## config.mk

```make
export PLATFORM = sky130hd
export DESIGN_NAME = ap_hs_perf_monitor
export DESIGN_NICKNAME = d
export VERILOG_FILES = /design/src/rtl/ap_hs_perf_monitor.sv
export SDC_FILE = /design/constraint.sdc
export NUM_CORES = 1
export LEC_CHECK = 0
export CAP_MARGIN = 20
export CORE_ASPECT_RATIO = 0.6
export CORE_UTILIZATION = 55
export DETAILED_ROUTE_END_ITERATION = 10
export HOLD_SLACK_MARGIN = 0.12
export MAX_ROUTING_LAYER = met4
export PLACE_DENSITY = 0.84
export SYNTH_ARGS = -nofsm -noshare
export SYNTH_HDL_FRONTEND = slang
export SYNTH_SLANG_ARGS = --single-unit
```

## constraint.sdc

```tcl
create_clock -name clock -period 2.4 [get_ports clock]
set_input_delay 0.24 -clock clock [delete_from_list [all_inputs] [get_ports clock]]
set_output_delay 0.24 -clock clock [all_outputs]
set_load 0.1 [all_outputs]
```

## src/rtl/ap_hs_perf_monitor.sv

```systemverilog
// ap_hs_perf_monitor: per-channel ap_ctrl_hs/ap_ctrl_chain transaction, latency and stall counters.
// Latency: rd_valid and readout data one cycle after rd_req; ch_busy is a registered state decode.
// Backpressure: observe-only, never stalls the monitored handshakes; optional macro AP_HS_PERF_MINMAX_EN builds min/max.
module ap_hs_perf_monitor #(
  parameter int NUM_CH = 4,
  parameter int CNT_W  = 32,
  parameter int SEL_W  = (NUM_CH > 1) ? $clog2(NUM_CH) : 1
) (
  input  logic              clock,
  input  logic              reset,
  input  logic              enable,
  input  logic              clear,
  input  logic [NUM_CH-1:0] ch_start,
  input  logic [NUM_CH-1:0] ch_done,
  input  logic [NUM_CH-1:0] ch_continue,
  input  logic              rd_req,
  input  logic [SEL_W-1:0]  rd_sel,
  output logic              rd_valid,
  output logic [CNT_W-1:0]  rd_txn_count,
  output logic [CNT_W-1:0]  rd_last_lat,
  output logic [CNT_W-1:0]  rd_min_lat,
  output logic [CNT_W-1:0]  rd_max_lat,
  output logic [CNT_W-1:0]  rd_stall,
  output logic [NUM_CH-1:0] ch_busy
);

  localparam int IDX_W = (NUM_CH > 1) ? $clog2(NUM_CH) : 1;

  typedef enum logic [1:0] {
    ST_IDLE = 2'd0,
    ST_RUN  = 2'd1,
    ST_HOLD = 2'd2
  } state_t;

  // Counters stick at all-ones instead of wrapping.
  function automatic logic [CNT_W-1:0] sat_inc(input logic [CNT_W-1:0] v);
    return (&v) ? v : v + CNT_W'(1);
  endfunction

  // Per-channel results gathered for the readout mux.
  logic [NUM_CH-1:0][CNT_W-1:0] txn_q;
  logic [NUM_CH-1:0][CNT_W-1:0] last_q;
  logic [NUM_CH-1:0][CNT_W-1:0] min_q;
  logic [NUM_CH-1:0][CNT_W-1:0] max_q;
  logic [NUM_CH-1:0][CNT_W-1:0] stall_q;

  for (genvar i = 0; i < NUM_CH; i++) begin : g_ch
    state_t           state;
    state_t           state_nxt;
    logic             busy;
    logic             s;
    logic             d;
    logic             c;
    logic             cmpl;
    logic             stall_hit;
    logic [CNT_W-1:0] lat;
    logic [CNT_W-1:0] lat_nxt;
    logic [CNT_W-1:0] txn;
    logic [CNT_W-1:0] last;
    logic [CNT_W-1:0] stall;

    assign s = ch_start[i];
    assign d = ch_done[i];
    assign c = ch_continue[i];

    // State register; FSM keeps tracking the handshake even while counting is disabled.
    always_ff @(posedge clock or negedge reset) begin
      if (!reset) begin
        state <= ST_IDLE;
        busy  <= 1'b0;
      end else if (clear) begin
        state <= ST_IDLE;
        busy  <= 1'b0;
      end else begin
        state <= state_nxt;
        busy  <= (state_nxt != ST_IDLE);
      end
    end

    // Next state: start only accepted in IDLE; done is treated as held once in HOLD.
    always_comb begin
      state_nxt = state;
      case (state)
        ST_IDLE: begin
          if (s) begin
            if (d && c)  state_nxt = ST_IDLE;
            else if (d)  state_nxt = ST_HOLD;
            else         state_nxt = ST_RUN;
          end
        end
        ST_RUN: begin
          if (d) state_nxt = c ? ST_IDLE : ST_HOLD;
        end
        ST_HOLD: begin
          if (c) state_nxt = ST_IDLE;
        end
        default: state_nxt = ST_IDLE;
      endcase
    end

    // Outputs: the latency including this cycle, plus completion and stall strobes.
    always_comb begin
      lat_nxt   = lat;
      cmpl      = 1'b0;
      stall_hit = 1'b0;
      case (state)
        ST_IDLE: begin
          if (s) begin
            lat_nxt   = CNT_W'(1);
            cmpl      = d & c;
            stall_hit = d & ~c;
          end
        end
        ST_RUN: begin
          lat_nxt   = sat_inc(lat);
          cmpl      = d & c;
          stall_hit = d & ~c;
        end
        ST_HOLD: begin
          lat_nxt   = sat_inc(lat);
          cmpl      = c;
          stall_hit = ~c;
        end
        default: ;
      endcase
    end

    // Counter update; clear wins, and nothing moves while disabled.
    always_ff @(posedge clock or negedge reset) begin
      if (!reset) begin
        lat   <= '0;
        txn   <= '0;
        last  <= '0;
        stall <= '0;
      end else if (clear) begin
        lat   <= '0;
        txn   <= '0;
        last  <= '0;
        stall <= '0;
      end else if (enable) begin
        lat <= lat_nxt;
        if (stall_hit) stall <= sat_inc(stall);
        if (cmpl) begin
          txn  <= sat_inc(txn);
          last <= lat_nxt;
        end
      end
    end

`ifdef AP_HS_PERF_MINMAX_EN
    logic [CNT_W-1:0] min_r;
    logic [CNT_W-1:0] max_r;

    // Latency extremes; min starts at all-ones so the first completion always lands.
    always_ff @(posedge clock or negedge reset) begin
      if (!reset) begin
        min_r <= '1;
        max_r <= '0;
      end else if (clear) begin
        min_r <= '1;
        max_r <= '0;
      end else if (enable && cmpl) begin
        if (lat_nxt < min_r) min_r <= lat_nxt;
        if (lat_nxt > max_r) max_r <= lat_nxt;
      end
    end

    assign min_q[i] = min_r;
    assign max_q[i] = max_r;
`else
    assign min_q[i] = '0;
    assign max_q[i] = '0;
`endif

    assign txn_q[i]   = txn;
    assign last_q[i]  = last;
    assign stall_q[i] = stall;
    assign ch_busy[i] = busy;
  end

  logic [IDX_W-1:0] rd_idx;
  logic             rd_in_range;

  assign rd_idx      = IDX_W'(rd_sel);
  assign rd_in_range = (32'(rd_sel) < NUM_CH);

  // Readout register: captures pre-edge counter values; out-of-range select returns zeros.
  always_ff @(posedge clock or negedge reset) begin
    if (!reset) begin
      rd_valid     <= 1'b0;
      rd_txn_count <= '0;
      rd_last_lat  <= '0;
      rd_min_lat   <= '0;
      rd_max_lat   <= '0;
      rd_stall     <= '0;
    end else begin
      rd_valid <= rd_req;
      if (rd_req && rd_in_range) begin
        rd_txn_count <= txn_q[rd_idx];
        rd_last_lat  <= last_q[rd_idx];
        rd_min_lat   <= min_q[rd_idx];
        rd_max_lat   <= max_q[rd_idx];
        rd_stall     <= stall_q[rd_idx];
      end else begin
        rd_txn_count <= '0;
        rd_last_lat  <= '0;
        rd_min_lat   <= '0;
        rd_max_lat   <= '0;
        rd_stall     <= '0;
      end
    end
  end

endmodule

```

==> results.py <==
metrics = {
    "route": {
        "totalWireLength_mm": 133,
        "drt_first_pass_iters": 9,
        "wire_per_inst_um": 25.3,
        "drt_via_density": 6.66,
        "ant_nets": 0,
        "dr_drc_count": 0,
        "first_iter_violations": 5517,
        "detailroute.via_count": 35000,
    },
    "sta": {
        "worst_pin_slew_ns": 0.608,
        "final.hold.worst_slack_ns": 0.255,
        "timing.fmax_ghz": 0.410,
        "slew_viol_final": 0,
        "final.setup.worst_slack_ns": -0.0395,
        "final_worst_clock_skew_ns": 0.0292,
        "slew_headroom": 0.595,
        "report.final.hold_viol_count": 0,
        "layout_worst_path_cycle_share": 1.02,
        "finalWorstPathRequiredPeriod_ns": 2.44,
        "grt_setup_unrepaired": "true",
        "setup_violations": 3,
    },
    "power": {
        "power_density_nw_per_um2": 546,
        "total_power_w": 0.0242,
        "clock_power_share": 0.430,
        "sequentialPowerShare": 0.446,
        "power.ir.vdd_worst_uv": 593,
        "power.switching_w": 0.00682,
        "power_frac_comb": 0.125,
        "p_leak_nw": 19.1,
        "p_int_w": 0.0173,
        "switching_share_of_power": 0.282,
    },
    "synthesis": {
        "post-synth-top-area-cell": "sky130_fd_sc_hd__dfrtp_1",
        "synth.yosys.warnings": 0,
        "synthFlopType": "sky130_fd_sc_hd__dfrtp_1",
        "synthDistinctLibCells": 98,
        "post-synth-top-area-fraction": 0.429,
        "syn_area_per_cell_um2": 9.31,
        "synthesis.area_um2": 36200,
        "async_reset_ff_frac": 1.00,
        "syn-instance-count": 3894,
        "synth-seq-cells": 621,
        "ranking_of_synthesized_cells_by_area": "sky130_fd_sc_hd__dfrtp_1 43%, sky130_fd_sc_hd__mux4_2 6.0%, sky130_fd_sc_hd__nor2_1 4.2%",
        "synth_edf_count": 0,
        "synth.yosys.seq_area_share": 0.429,
    },
    "final_layout": {
        "post_route_cells_drive_above_1_share": 0.230,
        "final_cell_count_no_fill": 5256,
        "nNetsFinal": 4398,
        "layout.cells.most_common_list": "619 x sky130_fd_sc_hd__dfrtp_1, 595 x sky130_fd_sc_hd__buf_4, 405 x sky130_fd_sc_hd__nor2_1",
        "mostFrequentLayoutCell": "sky130_fd_sc_hd__dfrtp_1",
        "synthToLayoutAreaGrowth_pct": 22.0,
    },
    "worst_setup_path": {
        "worstSetupPathType": "flip-flop to flip-flop",
        "rrSetupSlack_ns": -0.04,
        "timing.rr.end": "g_ch[3].last[30]$_DFFE_PN0P_",
        "setup.worst_path.start": "g_ch[3].lat[21]$_DFFE_PN0P_",
        "critPathRequiredTime_ns": 2.95,
        "endpoint": "g_ch[3].last[30]$_DFFE_PN0P_",
        "worstReg2RegStart": "g_ch[3].lat[21]$_DFFE_PN0P_",
        "timing.critical_path.arrival_ns": 2.99,
        "critPathMaxFanout": 6,
        "ff2ff_path_depth": 7,
        "critPathLaunchType": "flip-flop",
        "timing.critical_path.to_type": "flip-flop",
    },
    "die": {
        "start_util": 0.560,
        "die_y_um": 201,
        "top_level_ports": 184,
        "fp.coreArea_um2": 64800,
        "chipWidth_um": 333,
        "dieArea_um2": 67000,
        "core.rowCount": 72,
    },
    "clock_network": {
        "cts_num_sinks": 621,
        "number_of_buffers_inserted_during_clock_tree_synthesis": 58,
        "worst_skew_pair_later_pin_latency_ns": 0.68,
        "clock-root-buffer": "sky130_fd_sc_hd__clkbuf_16",
        "number_of_levels_in_the_clock_h_tree": 2,
        "cts.clk_slew.worst_paths_ns": 0.07,
        "cts_max_path_buffers": 3,
        "cts_tree": "built",
    },
    "run": {
        "maximum_capacitance_violations": 0,
    },
    "worst_hold_path": {
        "hold_path_class": "input port to flip-flop",
    },
    "global_route": {
        "globalRouteMet1Util": 0.622,
        "grt_antenna_before_repair": 8,
        "tot_gr_track_use": 0.401,
        "grt_use_met3": 0.140,
        "grt_busiest_layer": "met1",
        "maximum_number_of_pins_on_one_net_before_global_route_repair": 110,
        "global_route.usage.met2": 0.491,
        "first_global_vias": 31900,
        "first_pass_grt_wire_length_mm": 200,
        "globalRoute.totalOverflow": 0,
    },
    "placed_design": {
        "globalplace.congestion": 1.04,
        "dpl.hpwl_mm": 96.8,
        "port-buffer-count": 119,
        "post-place-cells": 5105,
    },
    "status": {
        "violations": "setup timing",
        "run_status": "finished with violations",
    },
}
-- Yosys cell counts (all sizes together), types with 14 or more instances --
cell type	instances
clkbuf	208
dfrtp	621
o211ai	23
and3	92
and2	134
nand4	164
a31oi	87
buf	124
or4	20
nand2	270
inv	70
xnor2	96
o21ai	232
ha	28
o31ai	31
mux2i	23
nor4	58
nor2b	22
nor3	123
or3	76
nor3b	14
and4	72
nand3	197
nor2	408
a211oi	34
xor2	130
nand2b	18
mux4	96
a21oi	194
-- repair_timing --
item,4_1_cts,5_1_grt
cloned,1,3
hold endpoints to repair,640,16
resized for setup,24,112
pin swaps,3,27
hold buffers,5,1
setup endpoints to repair,41,176
buffers inserted,7,24
-- worst min path at each step --
stage | cells past startpoint | slack, ns | end | start
finish | 3 | 0.25 | rd_last_lat[1]$_DFF_PN0_ | rd_sel[0]
global route | 3 | 0.29 | rd_last_lat[1]$_DFF_PN0_ | rd_sel[0]
CTS | 2 | -0.06 | g_ch[2].lat[30]$_DFFE_PN0P_ | clear
detailed placement | 1 | 0.20 | g_ch[0].last[9]$_DFFE_PN0P_ | reset
global placement | 1 | 0.22 | g_ch[0].lat[16]$_DFFE_PN0P_ | reset
floorplan | 0 | -0.06 | g_ch[0].busy$_DFF_PN0_ | reset
-- power groups by stage --
stage / Clock (W) / Sequential (W) / Combinational [W]
floorplan: 0 / 0.0110 / 0.00162
global placement: 0 / 0.0109 / 0.00281
detailed placement: 0 / 0.0109 / 0.00284
CTS: 0.0105 / 0.0107 / 0.00288
global route: 0.0108 / 0.0108 / 0.00314
finish: 0.0104 / 0.0108 / 0.00301
-- worst max-delay path, cell delays in order (launching register included) --
cell and delay, ns:
sky130_fd_sc_hd__dfrtp_1 0.36, sky130_fd_sc_hd__nand4_1 0.13, sky130_fd_sc_hd__buf_4 0.18, sky130_fd_sc_hd__or4_4 0.63, sky130_fd_sc_hd__nor4_4 0.30, sky130_fd_sc_hd__mux2_4 0.35, sky130_fd_sc_hd__a221oi_4 0.30, sky130_fd_sc_hd__nor3_1 0.07
-- routing by layer --
| layer | routed length [um] | up-vias |
|---|---|---|
| met5 | 0 | - |
| met4 | 2540 | 0 |
| met3 | 21500 | 242 |
| met2 | 51900 | 2486 |
| met1 | 57300 | 17200 |
| li1 | - | 15100 |
-- final cells by class --
class	instances	area, um^2
antenna	6	15.0
timing repair buffer	665	5540
sequential	621	15500
multi-input combinational	2934	19700
clock buffer	82	1690
fill	5014	20600
tap	851	1060
clock inverter	26	402
inverter	71	268
-- per-stage QoR --
stage / setup TNS [ns] / area [um^2] / worst slack (ns) / utilization
finish: -0.0959 / 44200 / -0.0395 / 0.683
global route: -0.855 / 44200 / -0.117 / 0.683
CTS: -0.00214 / 43500 / -0.00136 / 0.672
detailed placement: -3.97 / 41200 / -0.246 / 0.636
global placement: -2.42 / 41200 / -0.174 / 0.636
floorplan: 0 / 36500 / 0.000729 / -
-- logic make-up after synthesis --
family	share of synthesized area
AND/OR/NAND/NOR	0.250
buffers and inverters	0.0510
XOR/XNOR	0.0546
flip-flops	0.429
multiplexers	0.0688
AO/OA/AOI/OAI	0.137
other	0.000103
adder cells (fa/ha/maj)	0.00967
-- state kept, by name, summed over array words and instances (netlist names) --
register      flops
g_ch.lat        128
rd_txn_count     32
g_ch.busy         4
rd_stall         32
g_ch.stall      128
rd_last_lat      32
g_ch.last       128
g_ch.state        8
rd_valid          1
g_ch.txn        128
(Power assumes the default switching activity.)
